$ cat src/rtl/mips_regfile_rd.sv
// -----------------------------------------------------------------------------
// mips_regfile_rd
//
// MIPS general-purpose register file: 2**ADDR_WIDTH entries of DATA_WIDTH bits,
// one write port (driven from WB) and two registered read ports (rs/rt for the
// ID-stage operand latches). Read data appears one clock after the address and
// enable are sampled. Entry 0 is hard-wired to zero.
//
// Optional feature (compile-time macro REGFILE_BYPASS_EN):
//   defined   - write-through bypass: a read that hits the index being written
//               on the same edge returns the new write data.
//   undefined - read-before-write: such a read returns the old entry contents.
//   The storage update is identical in both builds.
//
// Ports:
//   clk     in   rising-edge clock
//   reset   in   asynchronous, active-high reset (clears storage and outputs)
//   we      in   write enable
//   waddr   in   write register index
//   wdata   in   write data
//   re1     in   read enable, port 1 (rs)
//   raddr1  in   read index, port 1
//   rdata1  out  registered read data, port 1 (holds while re1=0)
//   re2     in   read enable, port 2 (rt)
//   raddr2  in   read index, port 2
//   rdata2  out  registered read data, port 2 (holds while re2=0)
// -----------------------------------------------------------------------------
module mips_regfile_rd #(
    parameter int DATA_WIDTH = 32,
    parameter int ADDR_WIDTH = 5
) (
    input  logic                  clk,
    input  logic                  reset,
    input  logic                  we,
    input  logic [ADDR_WIDTH-1:0] waddr,
    input  logic [DATA_WIDTH-1:0] wdata,
    input  logic                  re1,
    input  logic [ADDR_WIDTH-1:0] raddr1,
    output logic [DATA_WIDTH-1:0] rdata1,
    input  logic                  re2,
    input  logic [ADDR_WIDTH-1:0] raddr2,
    output logic [DATA_WIDTH-1:0] rdata2
);

    localparam int DEPTH = 2 ** ADDR_WIDTH;

    logic [DATA_WIDTH-1:0] regs [DEPTH];

    // A write to r0 is discarded, so it never counts as a write at all.
    logic wr_en;
    assign wr_en = we && (waddr != '0);

    // Storage. Every entry is defined from reset so no X can ever reach the
    // datapath, and entry 0 is never written so it stays zero forever.
    // NOTE: this array is reset on purpose, which forces it into flip-flops
    // rather than a RAM macro; only reset a memory when X-free state is a
    // functional requirement, as it is here.
    always_ff @(posedge clk or posedge reset) begin
        if (reset) begin
            for (int i = 0; i < DEPTH; i++) begin
                // NOTE: sequential state uses non-blocking assignment so every
                // flop samples pre-edge values regardless of statement order.
                regs[i] <= '0;
            end
        end else if (wr_en) begin
            regs[waddr] <= wdata;
        end
    end

    // Value each port would capture on this edge.
    logic [DATA_WIDTH-1:0] rd1_next;
    logic [DATA_WIDTH-1:0] rd2_next;

    always_comb begin
        // NOTE: every always_comb output gets a default first so that no path
        // leaves it unassigned, which would otherwise infer a latch.
        rd1_next = regs[raddr1];
        rd2_next = regs[raddr2];
`ifdef REGFILE_BYPASS_EN
        // Write-through: a same-edge hit on the write index sees the new data.
        // wr_en already excludes r0, so r0 reads are never bypassed.
        if (wr_en && (raddr1 == waddr)) rd1_next = wdata;
        if (wr_en && (raddr2 == waddr)) rd2_next = wdata;
`endif
        // r0 reads as zero by construction; forced here as well so the
        // guarantee does not depend on the storage alone.
        if (raddr1 == '0) rd1_next = '0;
        if (raddr2 == '0) rd2_next = '0;
    end

    // Registered read ports: capture on enable, hold otherwise.
    always_ff @(posedge clk or posedge reset) begin
        if (reset) begin
            rdata1 <= '0;
            rdata2 <= '0;
        end else begin
            if (re1) rdata1 <= rd1_next;
            if (re2) rdata2 <= rd2_next;
        end
    end

endmodule

$ cat config.mk
export PLATFORM = sky130hd
export DESIGN_NAME = mips_regfile_rd
export DESIGN_NICKNAME = d
export VERILOG_FILES = /design/src/rtl/mips_regfile_rd.sv
export SDC_FILE = /design/constraint.sdc
export NUM_CORES = 2
export LEC_CHECK = 0
export CAP_MARGIN = 10
export CORE_ASPECT_RATIO = 0.6
export CORE_MARGIN = 2
export CORE_UTILIZATION = 37
export CTS_CLUSTER_DIAMETER = 30
export DETAILED_ROUTE_END_ITERATION = 10
export GPL_ROUTABILITY_DRIVEN = 0
export SETUP_SLACK_MARGIN = 0.05
export SLEW_MARGIN = 20
export SYNTH_ARGS = -nofsm -noshare
export SYNTH_HDL_FRONTEND = slang
export SYNTH_SLANG_ARGS = --single-unit
$ cat constraint.sdc
create_clock -name clk -period 56 [get_ports clk]
set_clock_uncertainty 0.05 [all_clocks]
set_input_delay 16.8 -clock clk [delete_from_list [all_inputs] [get_ports clk]]
set_output_delay 16.8 -clock clk [all_outputs]
set_load 0.01 [all_outputs]
After elaboration in Yosys (flattened, before gate mapping)
Index checks and enable logic that the tools add are counted.

word-level totals
  output and inout port bits = 64
  logic and storage cells = 57
  bits in registers = 1,088

cells by class
  bitwise logic cells = 3
  multiplexer cells = 11
  order comparisons = 4
  reduce and logical (&&, ||, !) cells = 5

operators with widths
  cell                  number
  $bwmux W1024          1
  $bmux W32 S5          2
  $mux W32              7
  $demux W32 S5         1
  $ge A6 B6 Y1 const B  3
  $not A5 Y6            3
  $logic_not A5 Y1      2
  $lt A6 B1 Y1 const B  1
  $reduce_bool A5 Y1    1
  $logic_and A1 B1 Y1   2

Depth between registers and ports, before layout
  word-level depth = 6
  depth in mapped cells = 9
  depth with buffers taken out = 4

Least setup slack after synthesis
OpenSTA, ideal clock, no wires.

  kind = input port to flip-flop
  start point = input port raddr1[1]
  end point = register rdata1[0]
  path buffers = 4
  arrival = 18.491 ns
  slack = 37.321 ns
  stages on the path = 8
  setup time = 0.138 ns
  cell sequence = buf_2 -> buf_2 -> buf_4 -> clkbuf_1 -> mux2i_1 -> o211ai_1 -> a2111oi_0 -> a21oi_1

between the ends
  word-level cells in the longest chain between the ends = 5
  elaborated cells on any way between the ends = 6

RTL lines
  what                                          RTL line  source
  start: declaration                            38        input logic [ADDR_WIDTH-1:0] raddr1,
  $not A5 Y6 (not written as such)              77        rd1_next = regs[raddr1];
  $bmux W32 S5                                  77
  $mux W32 (not written as such) (2 in series)  77
  $mux W32 (*)                                  87        if (raddr1 == '0) rd1_next = '0;
  end signal: assignment                        97        if (re1) rdata1 <= rd1_next;
  end: declaration                              39        output logic [DATA_WIDTH-1:0] rdata1,

Mark *: on every way between the ends. The rest lies on a longest branch, timed or not. The select of a mux whose other input is x is not followed.
A chain may end at the register's enable or synchronous reset.

Worst setup path in the final report
  start point = input port raddr2[1]
  end point = register rdata2[16]

between the ends
  word-level cells in the longest chain between the ends = 5
  elaborated cells on any way between the ends = 6

RTL lines
  what                                          RTL line  source
  start: declaration                            41        input logic [ADDR_WIDTH-1:0] raddr2,
  $not A5 Y6 (not written as such)              78        rd2_next = regs[raddr2];
  $bmux W32 S5                                  78
  $mux W32 (not written as such) (2 in series)  78
  $mux W32 (*)                                  88        if (raddr2 == '0) rd2_next = '0;
  end signal: assignment                        98        if (re2) rdata2 <= rd2_next;
  end: declaration                              42        output logic [DATA_WIDTH-1:0] rdata2

Marked as above.

==> metrics.txt <==
via/cell ratio 6.210; Syn Inst Count 4002; largest net degree at the start of global routing 154; final max-slew violation count 0; Post-synth EDFFs 0; first-pass iteration count of the detailed router 7; Int Power 1889 uW; Avg WL per Cell 31.66 um; GR Overflow Total 0; sequential power share 40.3%; Clock Latency Late Sink 800 ps; Clk pwr share 43.1%; Initial Util 37.17%; worst-path fanout max 71; Num CTS Buffers 165; WP data arrival 21100 ps; fmax 48.78 MHz; Hold Crit Class reg -> reg; # IOs 116; Synth area leader dfrtp_1; switch share 27.24%; nets 3995; Hold Startpoint regs[995]; max_cap viols 0; CTS tree built; total routed wirelength 193800 um; DRT iter0 DRCs 4088; R2R Path Start regs[522]; row count 111; Reg2Reg Capture Point rdata2[10]; Post-CTS Setup Repair Bufs 0; flops & latches, synth 1088; first-pass GRT wire length 280100 um; Cell Pwr Density 39.66 nW/um^2; synthesized area per cell 14.15 sq um; DRC viols 0; worst vdd ir 30.80 uV; clk sinks 1088; Setup Crit Path Kind in -> reg; via count 38000; syn_nets 4054; Least-Margin Pin Slew 1193 ps; setup TNS 0 ps; Hold Vio Cnt, Final 0; Synth top cells by count 1088 x dfrtp_1, 1056 x mux2_2, 378 x mux2i_1, 324 x mux4_2, 283 x clkbuf_1; Detailed Place HPWL 114600 um; Rel. slew slack 20.24%; switching pwr 706.9 uW; Total GRT Usage 24.69%; DIE HEIGHT 307.0 um; # fillers 13670; Tcrit/Tclk final 36.61%; RSZ-0062 raised after global routing false; CTS root buffer clkbuf_16; vias in the first global route 37480; fraction of layout cells with a size suffix above 1 45.26%; status finished, final reports clean; Area Growth Syn to Fin 15.58%; post-synthesis cell area 56630 sq um; Cells on Worst Hold Path 0; Synth async-reset ratio 100.0%; final setup vio count 0; FF-to-FF path depth 4; initial antenna violation count 14; top cells by area, synth dfrtp_1 48%, mux2_2 21%, mux4_2 13%; post-synth top area share 48.08%; CTS resizes 0; # hold bufs at CTS 0; final setup margin 35500 ps; Worst Hold Endpoint regs[995]; reg2reg setup slack 53770 ps; most common cell in the netlist dfrtp_1; CP required 56600 ps; crit path launch type primary input; Worst setup EP type flop; top_reg_cell synth dfrtp_1; total power 2596 uW; Core ar. 152400 sq um; Total Die Area 156300 sq um; Cell variety after synth 37; combinational share of power 16.6%; static leakage 0.02838 uW; post-route ant nets 0; synth warn 0; post-route minimum period 20500 ps; CTS H-tree lvls 4; post-place setup slack 34760 ps; sequential area share after synthesis 48.08%; Clk pin slew, worst setup/hold paths 50 ps; PortBufs 115; Die X 509.1 um; CTS max path bufs 3
[power by group through the flow]
stage | sequential, uW | combinational (uW) | clock (uW)
after floorplan | 1020 | 329 | 0
after global placement | 1050 | 420 | 0
after detailed placement | 1050 | 429 | 0
after CTS | 1040 | 430 | 1130
after global routing | 1060 | 460 | 1170
final | 1050 | 430 | 1120
[final cells by class]
type	count	area, sq um	share of cell area, %
Antenna cell	5	12.51	0.01912
Clock buffer	198	4466	6.823
Clock inverter	107	1533	2.342
Inverter	3	18.77	0.02868
Multi-Input combinational cell	2474	27800	42.47
Sequential cell	1088	27230	41.60
Tap cell	2034	2545	3.888
Timing Repair Buffer	211	1852	2.829
[critical path: stages]
cell and delay (ps):
buf_8 470, buf_4 740, buf_4 750, buf_4 830
mux4_2 410, mux2_2 270, a2111oi_0 500, a21oi_1 80
[state kept, by name, summed over array words and instances, names as in the netlist]
register  cells
regs       1024
rdata1       32
rdata2       32
[cells in the final DEF (no fill, tap or decap), types with 21 or more instances in the layout]
| cell type | n |
|---|---|
| clkbuf_16 | 167 |
| mux2i_1 | 378 |
| a21oi_1 | 62 |
| or4_1 | 64 |
| clkdlybuf4s50_1 | 88 |
| o22ai_1 | 124 |
| nor2_1 | 127 |
| buf_2 | 21 |
| a2111oi_0 | 66 |
| o211ai_1 | 62 |
| mux4_2 | 324 |
| nand2b_1 | 66 |
| bufinv_16 | 28 |
| dfrtp_1 | 1088 |
| mux2_2 | 1056 |
| a22o_1 | 60 |
| clkinv_2 | 21 |
| buf_4 | 93 |
[routing by layer]
layer  vias up  GRT usage [%]  routed length [um]
met5         -              0                  63
met4        12          6.222                4197
met3       335          7.394               18990
met2      1719          32.82               78530
met1     20710          38.46               92010
li1      15230              -                   -
[worst max-delay path by stage]
stage | startpoint | to | cells past startpoint
floorplan | reset | rdata1[0] | 1
global placement | raddr2[1] | rdata2[12] | 8
detailed placement | raddr2[1] | rdata2[15] | 8
CTS | raddr2[1] | rdata2[16] | 8
global route | raddr2[1] | rdata2[16] | 8
finish | raddr2[1] | rdata2[16] | 8
[per-stage QoR]
| stage | std cells | hold WS [ps] | utilization [%] | cell area [sq um] |
|---|---|---|---|---|
| 2_1_floorplan | 4002 | 398.8 | - | 56630 |
| 3_3_place_gp | 5809 | 333.5 | 39.05 | 59490 |
| 3_5_place_dp | 5809 | 337.6 | 39.03 | 59470 |
| 4_1_cts | 6114 | 348.3 | 42.97 | 65470 |
| 5_1_grt | 6116 | 354.4 | 42.95 | 65440 |
| 6_report | 6120 | 347.7 | 42.96 | 65450 |
[cells by family (layout without fill, tap and decap cells)]
group,after synthesis,count (layout),synth area share (%)
compound gates,382,382,4.795
buf+inv,440,519,3.372
flops,1088,1088,48.08
mux,1758,1758,40.57
other cells,0,5,0
simple gates,334,334,3.188
Power figures use the tool's default switching activity.
